<file path="config.mk">
export PLATFORM = sky130hd
export DESIGN_NAME = fp16_square
export DESIGN_NICKNAME = d
export VERILOG_FILES = /design/src/rtl/fp16_square_pkg.sv /design/src/rtl/fp16_sq_round.sv /design/src/rtl/fp16_square.sv
export SDC_FILE = /design/constraint.sdc
export NUM_CORES = 1
export LEC_CHECK = 0
export ABC_CLOCK_PERIOD_IN_PS = 4000
export BUFFER_PORTS_ARGS = -buffer_cell sky130_fd_sc_hd__clkbuf_2
export CAP_MARGIN = 10
export CORE_UTILIZATION = 30
export CTS_CLUSTER_DIAMETER = 200
export DETAILED_ROUTE_END_ITERATION = 8
export PLACE_DENSITY = 0.53
export SLEW_MARGIN = 20
export SYNTH_ARGS = -nofsm -noshare
export SYNTH_HDL_FRONTEND = slang
export SYNTH_SLANG_ARGS = --single-unit
export TNS_END_PERCENT = 100
</file>
<file path="constraint.sdc">
create_clock -name clk -period 4 [get_ports clk]
set_clock_uncertainty 0.1 [all_clocks]
set_input_delay 0.2 -clock clk [delete_from_list [all_inputs] [get_ports clk]]
set_output_delay 0.2 -clock clk [all_outputs]
set_load 0.03 [all_outputs]
</file>
<file path="src/rtl/fp16_square_pkg.sv">
// Shared FP16 constants, operand classes and helpers for the multi-cycle FP16 units.
package fp16_square_pkg;

  localparam int FP16_EXP_W = 5;
  localparam int FP16_MAN_W = 10;
  localparam int FP16_BIAS  = 15;
  localparam int SIG_W      = FP16_MAN_W + 1;
  localparam int PROD_W     = 2 * SIG_W;

  localparam logic [15:0] FP16_QNAN  = 16'h7E00;
  localparam logic [15:0] FP16_PINF  = 16'h7C00;
  localparam logic [15:0] FP16_PZERO = 16'h0000;

  typedef enum logic [1:0] {
    CLS_NORM = 2'd0,
    CLS_ZERO = 2'd1,
    CLS_INF  = 2'd2,
    CLS_NAN  = 2'd3
  } fp_cls_t;

  // Leading-zero count of an 11-bit significand (11 when all zero).
  function automatic logic [3:0] fp16_lzc11(input logic [10:0] v);
    logic [3:0] n;
    logic       found;
    n     = 4'd11;
    found = 1'b0;
    for (int i = 10; i >= 0; i--) begin
      if (!found && v[i]) begin
        n     = 4'(10 - i);
        found = 1'b1;
      end
    end
    return n;
  endfunction

endpackage

</file>
<file path="src/rtl/fp16_sq_round.sv">
// Combinational RNE rounding and packing of (sign, biased exponent, 1.f significand, GRS) into FP16.
// FP16_SQUARE_SUBNORM_EN enables gradual underflow; otherwise exponents <= 0 flush to signed zero.
module fp16_sq_round
  import fp16_square_pkg::*;
(
  input  logic              sign_i,
  input  logic signed [7:0] exp_i,
  input  logic [10:0]       sig_i,
  input  logic [2:0]        grs_i,
  output logic [15:0]       word_o
);

  logic              rnd_up;
  logic [11:0]       sum;
  logic signed [7:0] exp_r;
  logic [9:0]        frac_n;
`ifdef FP16_SQUARE_SUBNORM_EN
  logic signed [7:0] sh_full;
  logic [4:0]        sh;
  logic [26:0]       wide;
  logic [10:0]       sig_s;
  logic              g_s;
  logic              s_s;
  logic              rnd_up_s;
  logic [10:0]       sum_s;
`endif

  always_comb begin
    word_o = {sign_i, 15'd0};
    rnd_up = grs_i[2] & (grs_i[1] | grs_i[0] | sig_i[0]);
    sum    = {1'b0, sig_i} + {11'd0, rnd_up};
    exp_r  = exp_i + (sum[11] ? 8'sd1 : 8'sd0);
    // A carry out of 1.f leaves the fraction all zero.
    frac_n = sum[11] ? sum[10:1] : sum[9:0];
`ifdef FP16_SQUARE_SUBNORM_EN
    sh_full  = 8'sd1 - exp_i;
    sh       = (sh_full > 8'sd14) ? 5'd14 : sh_full[4:0];
    wide     = {sig_i, grs_i[2], grs_i[1], 14'd0} >> sh;
    sig_s    = wide[26:16];
    g_s      = wide[15];
    s_s      = (|wide[14:0]) | grs_i[0];
    rnd_up_s = g_s & (s_s | sig_s[0]);
    sum_s    = sig_s + {10'd0, rnd_up_s};
`endif
    if (exp_i > 8'sd0) begin
      if (exp_r >= 8'sd31) word_o = {sign_i, FP16_PINF[14:0]};
      else                 word_o = {sign_i, exp_r[4:0], frac_n};
    end else begin
`ifdef FP16_SQUARE_SUBNORM_EN
      // Rounding up to 1024 lands exactly on the smallest normal encoding.
      word_o = {sign_i, 4'd0, sum_s[10], sum_s[9:0]};
`else
      word_o = {sign_i, 15'd0};
`endif
    end
  end

endmodule

</file>
<file path="src/rtl/fp16_square.sv">
// Multi-cycle FP16 squarer (result = a*a) with shift-add significand multiply and valid/ready handshakes.
// FP16_SQUARE_SUBNORM_EN enables subnormal inputs/outputs; default build flushes them to zero.
module fp16_square
  import fp16_square_pkg::*;
(
  input  logic        clk,
  input  logic        rst,
  input  logic        in_valid,
  output logic        in_ready,
  input  logic [15:0] a,
  output logic        out_valid,
  input  logic        out_ready,
  output logic [15:0] result
);

  typedef enum logic [2:0] {
    S_IDLE   = 3'd0,
    S_UNPACK = 3'd1,
    S_MUL    = 3'd2,
    S_NORM   = 3'd3,
    S_PACK   = 3'd4,
    S_DONE   = 3'd5
  } state_t;

  state_t            state_q, state_d;
  logic              in_ready_q, in_ready_d;
  logic              out_valid_q, out_valid_d;
  logic [15:0]       res_q, res_d;
  logic [15:0]       a_q, a_d;
  fp_cls_t           cls_q, cls_d;
  logic [10:0]       sig_q, sig_d;
  logic signed [7:0] ea_q, ea_d;
  logic [21:0]       acc_q, acc_d;
  logic [3:0]        cnt_q, cnt_d;
  logic signed [7:0] er_q, er_d;
  logic [10:0]       man_q, man_d;
  logic [2:0]        grs_q, grs_d;

  logic [4:0]        exp_f;
  logic [9:0]        man_f;
  logic [3:0]        lz;
  logic              sq_sign;
  logic [15:0]       rnd_word;

  // Sign of a*a: identical operand signs always cancel.
  assign sq_sign = a_q[15] ^ a_q[15];
  assign exp_f   = a_q[14:10];
  assign man_f   = a_q[9:0];
  assign lz      = fp16_lzc11({1'b0, man_f});

  fp16_sq_round u_round (
    .sign_i (sq_sign),
    .exp_i  (er_q),
    .sig_i  (man_q),
    .grs_i  (grs_q),
    .word_o (rnd_word)
  );

  always_comb begin
    state_d     = state_q;
    in_ready_d  = in_ready_q;
    out_valid_d = out_valid_q;
    res_d       = res_q;
    a_d         = a_q;
    cls_d       = cls_q;
    sig_d       = sig_q;
    ea_d        = ea_q;
    acc_d       = acc_q;
    cnt_d       = cnt_q;
    er_d        = er_q;
    man_d       = man_q;
    grs_d       = grs_q;
    case (state_q)
      S_IDLE: begin
        if (in_valid) begin
          a_d        = a;
          in_ready_d = 1'b0;
          state_d    = S_UNPACK;
        end
      end
      S_UNPACK: begin
        cls_d = CLS_NORM;
        sig_d = {1'b1, man_f};
        ea_d  = $signed({3'd0, exp_f}) - 8'(FP16_BIAS);
        if (exp_f == 5'h1F) begin
          cls_d = (man_f != 10'd0) ? CLS_NAN : CLS_INF;
          sig_d = 11'd0;
          ea_d  = 8'sd0;
        end else if (exp_f == 5'd0) begin
          cls_d = CLS_ZERO;
          sig_d = 11'd0;
          ea_d  = 8'sd0;
`ifdef FP16_SQUARE_SUBNORM_EN
          if (man_f != 10'd0) begin
            cls_d = CLS_NORM;
            sig_d = {1'b0, man_f} << lz;
            ea_d  = -8'sd14 - $signed({4'd0, lz});
          end
`endif
        end
        acc_d   = 22'd0;
        cnt_d   = 4'd0;
        state_d = S_MUL;
      end
      S_MUL: begin
        if (sig_q[cnt_q]) acc_d = acc_q + (22'(sig_q) << cnt_q);
        if (cnt_q == 4'd10) state_d = S_NORM;
        else                cnt_d   = cnt_q + 4'd1;
      end
      S_NORM: begin
        // Product is in [1,4); a set top bit means one extra exponent step.
        if (acc_q[21]) begin
          man_d = acc_q[21:11];
          grs_d = {acc_q[10], acc_q[9], |acc_q[8:0]};
        end else begin
          man_d = acc_q[20:10];
          grs_d = {acc_q[9], acc_q[8], |acc_q[7:0]};
        end
        er_d    = (ea_q <<< 1) + (acc_q[21] ? 8'sd16 : 8'sd15);
        state_d = S_PACK;
      end
      S_PACK: begin
        case (cls_q)
          CLS_NAN:  res_d = FP16_QNAN;
          CLS_INF:  res_d = FP16_PINF;
          CLS_ZERO: res_d = FP16_PZERO;
          default:  res_d = rnd_word;
        endcase
        out_valid_d = 1'b1;
        state_d     = S_DONE;
      end
      S_DONE: begin
        if (out_ready) begin
          out_valid_d = 1'b0;
          in_ready_d  = 1'b1;
          state_d     = S_IDLE;
        end
      end
      default: begin
        state_d     = S_IDLE;
        in_ready_d  = 1'b1;
        out_valid_d = 1'b0;
      end
    endcase
  end

  always_ff @(posedge clk) begin
    if (rst) begin
      state_q     <= S_IDLE;
      in_ready_q  <= 1'b1;
      out_valid_q <= 1'b0;
      res_q       <= FP16_PZERO;
    end else begin
      state_q     <= state_d;
      in_ready_q  <= in_ready_d;
      out_valid_q <= out_valid_d;
      res_q       <= res_d;
    end
    a_q   <= a_d;
    cls_q <= cls_d;
    sig_q <= sig_d;
    ea_q  <= ea_d;
    acc_q <= acc_d;
    cnt_q <= cnt_d;
    er_q  <= er_d;
    man_q <= man_d;
    grs_q <= grs_d;
  end

  assign in_ready  = in_ready_q;
  assign out_valid = out_valid_q;
  assign result    = res_q;

endmodule

</file>
# Word level (Yosys, flattened, before mapping)
# Index checks and enable logic that the tools add are counted.
# word_totals
ff_bits,103
elab_cells,87
# classes
addsub,6
order_cmp,3
n_eq_ne,15
n_shift,1
muxes,27
bitwise_logic,5
n_reduce_logical,15
# op_table
op,count
16-bit case mux with 3 select lines,1
22-bit case mux with 2 select lines,1
15-bit two-way mux,2
22-bit adder,1
22-bit two-way mux,1
11-bit by 4-bit << shifter with 22-bit output,1
10-bit two-way mux,2
3-bit case mux with 6 select lines,1
11-bit by 1-bit adder with 12-bit output,1
3-bit two-way mux,4
11-bit two-way mux,1
"2-bit inequality test, second input constant",5
10-bit nonzero test,1
9-bit OR reduction,1
7-bit by 6-bit adder with 8-bit output,1
8-bit adder,1
"8-bit by 6-bit greater-or-equal comparator with 1-bit output, second input constant",1
"8-bit by 1-bit > comparator with 1-bit output, second input constant",1
4-bit case mux with 2 select lines,1
2-bit AND reduction,4
4-bit OR reduction,2
8-bit OR reduction,1
1-bit two-way mux,7
"3-bit by 2-bit == test with 1-bit output, second input constant",2
other kinds (22),28

# Longest topological paths before layout
# logic_depth
ltp_word,10
ltp_mapped,16
depth_no_buf,13

# Modules after synthesis
# A second synthesis with hierarchy kept.
# hier_totals
hier_cells,637
area_unflattened_um2,6525.0
# by_module_without_submodules
module,instances,cells_per_inst,area_per_inst_um2,seq_area_each_um2
fp16_square,1,550,5869.4,2882.8
fp16_sq_round,1,87,655.6,0.0

# Worst setup path before layout
# No wires, ideal clock.
# synth_path
path_kind,register to register
from,reg cnt_q[1]
to,reg acc_q[19] (data pin)
arrival_time_ns,2.856
setup_slack_ns,0.778
path_stages_with_launch,13
path_buffers,2
synth_period_minus_slack_ns,3.222
path_cell_list,edfxtp_1 buf_2 mux2_2 o21ai_0 mux2i_1 a22o_1 ha_1 buf_2 nand4_1 or2_2 o21ai_1 mux2i_1 nor2_1
# synth_between
elab_chain_len,4
# synth_rtl
element,line_no,source
from (decl),fp16_square.sv:34,"logic [3:0] cnt_q, cnt_d;"
from (signal assigned),fp16_square.sv:164,cnt_q <= cnt_d;
11-bit by 4-bit << shifter with 22-bit output,fp16_square.sv:106,if (sig_q[cnt_q]) acc_d = acc_q + (22'(sig_q) << cnt_q);
22-bit adder,fp16_square.sv:106,
22-bit two-way mux,fp16_square.sv:106,
22-bit case mux with 2 select lines,fp16_square.sv:73,case (state_q)
to (signal assigned),fp16_square.sv:163,acc_q <= acc_d;
to (decl),fp16_square.sv:33,"logic [21:0] acc_q, acc_d;"
# Every way passes these cells. The select of a mux whose other input is x is not followed.
# A chain may end at the register's enable or synchronous reset.

# Worst setup path in the final report
# layout_path
from,reg cnt_q[1]
to,reg acc_q[15] (data pin)
# The elaborated chain is that of the path after synthesis.

==> results by group <==
Clock network
  • Post-cts sizing count: 0
  • TritonCTS Buffers: 9
  • Worst-Skew Late Latency: approximately 0.35 ns
  • Longest Clk Path Bufs: 2
  • CTS Hold Bufs: 15
  • Postcts setup bufs: 0
  • CTS tree: built
  • Clock sink count: around 100
  • H-tree levels: 3
  • Root Driver: clkbuf_16
  • Worst-path clk slew: ~0.08 ns

Critical path
  • CP Launch Type: register
  • Reg2reg end: acc_q[15]$_SDFFCE_PN0P_
  • R2R Path Start: cnt_q[1]$_SDFFCE_PN0P_
  • Crit. Startpoint: cnt_q[1]$_SDFFCE_PN0P_
  • WS Path Type: reg -> reg
  • Worst R2R Path Depth: 12
  • Worst-path fanout max: 11
  • CP arrival: between 3 and 4 ns
  • CP endpoint: acc_q[15]$_SDFFCE_PN0P_
  • Worst path required time: between 4 and 5 ns
  • R2R Setup Slk: between 0.2 and 0.3 ns
  • CP endpoint kind: register

Timing
  • Max Clk Rate: 269 MHz
  • Final setup viols: 0
  • Min Tclk post-route: between 3 and 4 ns
  • Setup TNS Final: 0 ns
  • RSZ-0062 raised after global routing: false
  • Hold Vio Cnt, Final: 0
  • Final worst path period share: 0.930
  • Fin. max-slew vios: 0
  • Worst slew margin relative to its limit: 0.361
  • Worst-Margin Slew: about 0.96 ns

Finish
  • Nets: 686
  • Ant. Diodes: 0
  • Share of cells above drive strength 1: 0.159
  • Layout area overhead: 14.9%
  • Final instance area: about 7000 µm²

Global routing
  • Vias in the first global route: around 4400
  • Initial antenna violation count: 0
  • Largest net degree at the start of global routing: 29
  • Total global routing track utilization: 0.131
  • First-pass GRT wire length: 21.3 mm
  • GRT overflow: 0

Floorplanning
  • Top Ports: 38
  • Die height: 145 µm
  • Die area: between 20000 and 25000 µm²
  • Row count: around 50
  • Starting Density: 0.310
  • Die Span X: between 100 and 150 µm
  • Core Area: 19700 µm²

Synthesis
  • Commonest cells post-synth: edfxtp_1, nor2_1, nand2_1, a21oi_1, ha_1
  • Most frequent cell after synthesis: edfxtp_1
  • Yosys top cell by area: edfxtp_1
  • Synth area leaders: edfxtp_1, ha_1, dfxtp_1
  • Synthesized instance count: 585
  • Top_reg_cell synth: edfxtp_1
  • Yosys reg bits: slightly above 100
  • EDFF count, synth: 82
  • Yosys top cell area share: 0.403
  • Sequential fraction of the synthesis area: 0.469
  • FFs w/ async S/R, synth: 0
  • Post-Syn Nets: 640
  • Post-synth cell types: 66
  • Area of the mapped netlist: 6110 µm²
  • Syn_area_per_cell: 10.4 µm²
  • Synthesis Warnings: 0

Place
  • Dpl hpwl: between 9 and 10 mm
  • GPL Wtd Cong: roughly 0.9
  • I/O Buffers: 35
  • Placed Area: ~6600 µm²

Pwr
  • Leakage dissipation: 2.61 nW
  • Worst IR Drop VDD: approximately 0.00026 V
  • Pwr dens: 530 nW/µm²

Route
  • Initial DRC Count: around 320
  • Final ANT Viol Nets: 0
  • Drt wl/cell: 14.3 µm
  • Routed WL: ~13 mm
  • Via Count: between 4000 and 5000
  • DR pass1 iterations: 4
  • Vias per std cell: 4.98
  • # DRC: 0

Status
  • Status: complete, no violations

Min path
  • Hold WC Path Type: in -> reg

Job
  • Max Cap Viol: 0
-- per-layer routing --
layer | track usage | share of wire | vias up
met5 | 0 | 0 | -
met4 | 0.0465 | 0.017 | 0
met3 | 0.0270 | 0.029 | 17
met2 | 0.219 | 0.47 | 74
met1 | 0.168 | 0.49 | 2111
li1 | - | - | 2282
-- cell families (layout without fill, tap and decap cells) --
kind of cell / Yosys count / in the layout / share of synthesized area
AO/OA/AOI/OAI: 147 / 147 / 0.155
XOR/XNOR: 35 / 35 / 0.0502
adder cells (fa/ha/maj): 35 / 35 / 0.0741
buffers and inverters: 38 / 89 / 0.0274
flip-flops: 102 / 102 / 0.469
multiplexers: 33 / 33 / 0.0661
other: 1 / 1 / 0.000614
AND/OR/NAND/NOR: 194 / 194 / 0.158
-- worst max-delay path, stage by stage, from the launching register on --
cell and delay, ns:
edfxtp_1 0.62, mux2_2 0.40, mux2i_1 0.21, nor2_1 0.06, a31oi_1 0.27, nor2_1 0.09
ha_1 0.33, o211ai_1 0.12, o211ai_2 0.31, nand3_1 0.22, a2111oi_1 0.59, o21ai_0 0.15
o31ai_1 0.09
-- where the power goes --
| group | internal, W | switching (W) | total, W |
|---|---|---|---|
| registers | 0.00133 | 0.000144 | 0.00148 |
| logic | 0.000593 | 0.000807 | 0.00140 |
| clock network | 0.000436 | 0.000408 | 0.000844 |
-- state kept, by name, indices dropped and copies added (netlist names) --
register	count
result	15
a_q	15
cnt_q	4
man_q	11
out_valid	1
acc_q	22
cls_q	2
er_q	8
state_q	3
sig_q	11
ea_q	6
in_ready	1
grs_q	3
-- cell usage in the layout (no fill, tap or decap), types with 4 or more instances in the layout --
| cell | count |
|---|---|
| a211oi_1 | 6 |
| a21o_1 | 14 |
| a21oi_1 | 41 |
| a31oi_1 | 7 |
| and2_1 | 21 |
| and3_1 | 6 |
| buf_4 | 10 |
| clkbuf_16 | 9 |
| clkbuf_2 | 35 |
| dfxtp_1 | 20 |
| dlygate4sd3_1 | 15 |
| edfxtp_1 | 82 |
| ha_1 | 33 |
| inv_1 | 12 |
| mux2_2 | 19 |
| mux2i_1 | 10 |
| mux4_2 | 4 |
| nand2_1 | 43 |
| nand3_1 | 17 |
| nand4_1 | 9 |
| nor2_1 | 50 |
| nor3_1 | 20 |
| nor4_1 | 4 |
| o211ai_1 | 5 |
| o21ai_0 | 29 |
| o21ai_1 | 6 |
| o22ai_1 | 10 |
| or2_2 | 4 |
| xnor2_1 | 23 |
| xor2_1 | 12 |
-- how the worst min path moves through the flow --
stage | from | end | slack [ns] | depth (start not counted)
global placement | a[4] | a_q[4]$_DFFE_PP_ | 0.28 | 1
global route | rst | state_q[0]$_SDFFE_PP0P_ | 0.1 | 2
floorplan | a[0] | a_q[0]$_DFFE_PP_ | 0.20 | 0
finish | rst | state_q[0]$_SDFFE_PP0P_ | 0.1 | 2
CTS | rst | state_q[0]$_SDFFE_PP0P_ | 0.08 | 2
detailed placement | a[3] | a_q[3]$_DFFE_PP_ | 0.28 | 1
-- through the flow --
| stage | power (W) | hold slack [ns] | setup WS (ns) | std cells | util |
|---|---|---|---|---|---|
| 3_5_place_dp | 0.00288 | 0.279 | 0.318 | 870 | 0.334 |
| 5_1_grt | 0.00396 | 0.0965 | 0.00103 | 901 | 0.356 |
| 2_1_floorplan | 0.00255 | 0.199 | 0.778 | 585 | - |
| 3_3_place_gp | 0.00285 | 0.278 | 0.368 | 870 | 0.334 |
| 4_1_cts | 0.00375 | 0.0802 | 0.323 | 901 | 0.356 |
| 6_report | 0.00372 | 0.0992 | 0.280 | 901 | 0.356 |
-- area by class of cell --
type / instances / area (µm²)
sequential: 102 / 2860
clock inverter: 6 / 55.1
fill: 1961 / 12700
tap: 265 / 332
clock buffer: 10 / 229
multi-input combinational: 445 / 3100
inverter: 13 / 48.8
timing repair buffer: 60 / 400
Note: power is estimated with default switching activity, not from simulation.
